$ cat config.mk
export PLATFORM = sky130hd
export DESIGN_NAME = vga
export DESIGN_NICKNAME = d
export VERILOG_FILES = /design/src/rtl/vga.sv
export SDC_FILE = /design/constraint.sdc
export NUM_CORES = 1
export LEC_CHECK = 0
export ABC_AREA = 1
export BUFFER_PORTS_ARGS = -buffer_cell sky130_fd_sc_hd__buf_4
export CAP_MARGIN = 20
export CORE_ASPECT_RATIO = 1.2
export CORE_MARGIN = 8
export CORE_UTILIZATION = 32
export CTS_BUF_LIST = sky130_fd_sc_hd__clkbuf_8
export DETAILED_ROUTE_END_ITERATION = 7
export GPL_TIMING_DRIVEN = 0
export SLEW_MARGIN = 5
export SYNTH_ARGS = -nofsm -noshare
export SYNTH_HDL_FRONTEND = slang
export SYNTH_SLANG_ARGS = --single-unit
$ cat constraint.sdc
create_clock -name pll -period 2.05 [get_ports pll]
set_input_delay 0.205 -clock pll [delete_from_list [all_inputs] [get_ports pll]]
set_output_delay 0.205 -clock pll [all_outputs]
set_load 0.02 [all_outputs]
$ cat src/rtl/vga.sv
// VGA 640x480@60 timing generator with a registered pixel/sync output stage.
// Define VGA_TEST_PATTERN_EN to replace the renderer colour with 8 colour bars.
module vga #(
  parameter int H_VISIBLE = 640,
  parameter int H_FRONT   = 16,
  parameter int H_SYNC    = 96,
  parameter int H_BACK    = 48,
  parameter int V_VISIBLE = 480,
  parameter int V_FRONT   = 10,
  parameter int V_SYNC    = 2,
  parameter int V_BACK    = 33
) (
  input  logic       pll,
  input  logic       rst_n,
  input  logic       game_clk,
  input  logic [2:0] color,
  output logic [2:0] rgb,
  output logic       hsync,
  output logic       vsync,
  output logic [9:0] x_pos,
  output logic [9:0] y_pos
);

  localparam int H_TOTAL = H_VISIBLE + H_FRONT + H_SYNC + H_BACK;
  localparam int V_TOTAL = V_VISIBLE + V_FRONT + V_SYNC + V_BACK;

  localparam logic [9:0] H_MAX  = 10'(H_TOTAL - 1);
  localparam logic [9:0] V_MAX  = 10'(V_TOTAL - 1);
  localparam logic [9:0] H_VIS  = 10'(H_VISIBLE);
  localparam logic [9:0] V_VIS  = 10'(V_VISIBLE);
  localparam logic [9:0] HS_BEG = 10'(H_VISIBLE + H_FRONT);
  localparam logic [9:0] HS_END = 10'(H_VISIBLE + H_FRONT + H_SYNC);
  localparam logic [9:0] VS_BEG = 10'(V_VISIBLE + V_FRONT);
  localparam logic [9:0] VS_END = 10'(V_VISIBLE + V_FRONT + V_SYNC);

  logic [9:0] h_q, h_d;
  logic [9:0] v_q, v_d;
  logic       hsync_q;
  logic       vsync_q;
  logic [2:0] rgb_q, rgb_d;
  logic [1:0] gsync_q;
  logic       visible;
  logic       hs_raw;
  logic       vs_raw;
  logic [2:0] pix;
  logic       unused_sig;

  // Out-of-range counts fall back to 0 so the scan always recovers.
  always_comb begin
    h_d = (h_q >= H_MAX) ? '0 : h_q + 10'd1;
    v_d = (v_q > V_MAX) ? '0 : v_q;
    if (h_q >= H_MAX) begin
      v_d = (v_q >= V_MAX) ? '0 : v_q + 10'd1;
    end
  end

  assign visible = (h_q < H_VIS) && (v_q < V_VIS);
  assign hs_raw  = !((h_q >= HS_BEG) && (h_q < HS_END));
  assign vs_raw  = !((v_q >= VS_BEG) && (v_q < VS_END));

`ifdef VGA_TEST_PATTERN_EN
  logic [9:0] bar;
  assign bar        = h_q / 10'd80;
  assign pix        = bar[2:0];
  assign unused_sig = ^{gsync_q[1], bar[9:3], color};
`else
  assign pix        = color;
  assign unused_sig = gsync_q[1];
`endif

  assign rgb_d = visible ? pix : 3'b000;

  always_ff @(posedge pll or negedge rst_n) begin
    if (!rst_n) begin
      h_q     <= '0;
      v_q     <= '0;
      hsync_q <= 1'b1;
      vsync_q <= 1'b1;
      rgb_q   <= '0;
      gsync_q <= '0;
    end else begin
      h_q     <= h_d;
      v_q     <= v_d;
      hsync_q <= hs_raw;
      vsync_q <= vs_raw;
      rgb_q   <= rgb_d;
      gsync_q <= {gsync_q[0], game_clk};
    end
  end

  assign x_pos = h_q;
  assign y_pos = v_q;
  assign hsync = hsync_q;
  assign vsync = vsync_q;
  assign rgb   = rgb_q;

endmodule

==> impl_summary.log <==
INFO  metric run_status = finished clean
INFO  metric critical_path_arrival = 1.84 ns
INFO  metric grt_max_degree = 26
INFO  metric viasPerCell = about 4.6
INFO  metric post-synth-top-area-fraction = around two fifths
INFO  metric final-max-slew-violation-count = 0
INFO  metric postSynthAreaPerCell = 7.623 um^2
INFO  metric timing.clock.skew = 0.004425 ns
INFO  metric power-per-cell-area = between 400 and 500 nW/um^2
INFO  metric layout-area-overhead-vs-synth = 24.44%
INFO  metric ys_ff_latch = 25
INFO  metric critical_path_class = reg2reg
INFO  metric critPathBufInv = 2
INFO  metric rsz0062_at_grt = false
INFO  metric total_nets_final = 229
INFO  metric placed_area = 1690 um^2
INFO  metric cellLeakagePower = approximately 0.94 nW
INFO  metric finish.instance_area = around 1700 um^2
INFO  metric ys_warn_count = 0
INFO  metric final_common_cell = nand2_1
INFO  metric library_cells_used_by_synthesis = 26
INFO  metric first_pass_grt_wire_length = 5.671 mm
INFO  metric wire_length_per_cell_after_detailed_routing = 11.77 um
INFO  metric critPathTopFamily = simple AND/OR/NAND/NOR gates
INFO  metric port_buffers = 29
INFO  metric n_fill_cell = 463
INFO  metric ys_top_cells_by_area = dfrtp_1 (41%), nand2_1 (15%), nor2_1 (6.7%)
INFO  metric hold_viol_final = 0
INFO  metric stdcell_count = around 270
INFO  metric synthesis.nets = slightly below 200
INFO  metric worst-endpoint-required = roughly 2.3 ns
INFO  metric first_pass_iters = 4
INFO  metric post-cts-setup-buffer-count = 0
INFO  metric grt_antenna_before_repair = 0
INFO  metric coreArea = approximately 4200 um^2
INFO  metric initial_drt_markers = between 60 and 70
INFO  metric worstMarginPinSlew = approximately 0.35 ns
INFO  metric die_y = 88.53 um
INFO  metric clk_path_buf_depth = 2
INFO  metric cts_buffers = 3
INFO  metric tritoncts = done
INFO  metric combined_area_of_all_synthesized_cells = around 1400 um^2
INFO  metric mostFrequentLayoutCells = nand2_1 (55), buf_4 (30), nor2_1 (25), inv_1 (24), dfrtp_1 (23)
INFO  metric timing.max_slew.rel_slack = 76.40%
INFO  metric clk_latency = roughly 0.27 ns
INFO  metric antennaDiodeCount = 0
INFO  metric fin_setup_tns = 0 ns
INFO  metric pre_cts_ws = around 0.46 ns
INFO  metric crit_path_frequent_cell = nand2_1
INFO  metric worst_path_largest_cell_delay = ~0.45 ns
INFO  metric hpwl = about 2.4 mm
INFO  metric hold_worst_slack = approximately 0.14 ns
INFO  metric end_kind = flop
INFO  metric hold_path_class = in2reg
INFO  metric post_cts_resize_count = 0
INFO  metric fmax = roughly 620 MHz
INFO  metric grt_util_all_layers = about a tenth
INFO  metric post-route-worst-setup-slack = ~0.43 ns
INFO  metric synth-seq-area-share = between 40% and 50%
INFO  metric fin_crit_sh = 79.22%
INFO  metric finish.utilization = approximately two fifths
INFO  metric setup.worst_path.start_class = flop
INFO  metric fp.dieArea = 6766 um^2
INFO  metric gp_congestion = 0.8321
INFO  metric drtAntennaViolNets = 0
INFO  metric cts.reportedPaths.clkPinSlew = around 0.09 ns
INFO  metric h-tree-depth = 1
INFO  metric syn_inst = 184
INFO  metric synth_top_cell_by_area = dfrtp_1
INFO  metric post_route_cells_drive_above_1_share = 20.64%
INFO  metric detail_route.wirelength = about 3.2 mm
INFO  metric remaining_drc_errors = 0
INFO  metric die-width = between 70 and 80 um
INFO  metric timing.critical_path.slowest_stage_cell = dfrtp_1
INFO  metric floorplan.initialDensity = about 33%
INFO  metric clockRootBuffer = clkbuf_8
INFO  metric period_needed = roughly 1.6 ns
INFO  metric crit_fanout = 10
INFO  metric setup_viol_count_final = 0
INFO  metric totalPowerFinal = about 0.82 mW
INFO  metric grt_pass1_vias = 1262
INFO  metric routed_vias = around 1300
INFO  metric peakVddDrop = around 0.27 mV
INFO  metric place.detailed.instances = approximately 270
INFO  metric cp_cell_sequence = ha_1, nand2_1, inv_2, nand2_2, nand2_1, nand2_4, buf_4, nand3_1, nand2_1
INFO  metric grt_overflow_total = 0
INFO  metric clock_sinks = 25
INFO  metric max_cap_viol_count = 0
INFO  metric placement_rows = 26
INFO  metric top_level_ports = 31
[area by class of cell]
cell class,instances,area (um^2),share of cell area (%)
Multi-Input combinational cell,131,656.9,37.63
Sequential cell,25,628.1,35.99
Timing Repair Buffer,30,227.7,13.05
Inverter,25,93.84,5.376
Tap cell,56,70.07,4.014
Clock buffer,3,41.29,2.366
Buffer,3,23.77,1.362
Clock inverter,1,3.754,0.2151
[logic make-up (layout without fill, tap and decap cells)]
kind of cell / Yosys count / after routing / share of synthesized area [%]
flops: 25 / 25 / 44.78
simple gates: 112 / 112 / 36.13
fa+ha+maj: 4 / 4 / 3.568
buf+inv: 28 / 62 / 8.385
compound gates: 11 / 11 / 4.639
xor+xnor: 4 / 4 / 2.498
[where the power goes]
| group | switching [mW] | total, mW | internal (mW) |
|---|---|---|---|
| clock | 0.160 | 0.294 | 0.134 |
| sequential | 0.000735 | 0.497 | 0.496 |
| combinational | 0.0166 | 0.0276 | 0.0110 |
[sequential cells by signal, summed over array words and instances (netlist names)]
register,flops
y_pos,10
x_pos,10
vsync,1
rgb,3
hsync,1
[worst paths after layout]
path,start,to,slack [ns],cells after the start
max in group asynchronous,rst_n,vsync,1.39,2
min in group asynchronous,rst_n,x_pos[4],0.37,2
worst max register to register,x_pos[0],y_pos[2],0.43,9
worst max-delay path,x_pos[0],y_pos[2],0.43,9
worst min-delay path,color[0],rgb[0],0.14,3
worst min register to register,x_pos[4],hsync,0.53,1
[worst reg2reg max path, delay by kind of cell, from the launching register on]
| family | cells | cell delay [ns] |
|---|---|---|
| fa+ha+maj | 1 | 0.24 |
| buf+inv | 2 | 0.27 |
| flops | 1 | 0.45 |
| simple gates | 6 | 0.62 |
[cells in the mapped netlist]
cell type and number:
nor2_2 1, buf_4 1, inv_2 2, dfstp_2 2, nor2_8 1, buf_2 1
nand2_2 1, nand2_1 55, nand3_1 17, o21ai_0 5, nand3b_1 2, nor2_4 1
ha_1 4, inv_1 23, xor2_1 3, nor3_1 3, a31oi_1 1, dfrtp_1 23
o2111ai_1 1, buf_6 1, nor2_1 25, o21bai_1 2, nand4_1 4, nand2_4 2
a21oi_1 2, xnor2_1 1
[repair_timing]
action | CTS | global route
endpoints found under the hold margin | 23 | 0
endpoints found under the setup margin | 0 | 0
hold buffers | 1 | 0
[per-layer routing]
metal | GRT usage [%] | wire [um] | vias up
li1 | - | - | 646
met1 | 11.24 | 1473 | 583
met2 | 17.63 | 1561 | 22
met3 | 2.642 | 132 | 5
met4 | 5.429 | 57 | 0
met5 | 0 | 0 | -
Note: power is estimated with default switching activity, not from simulation.
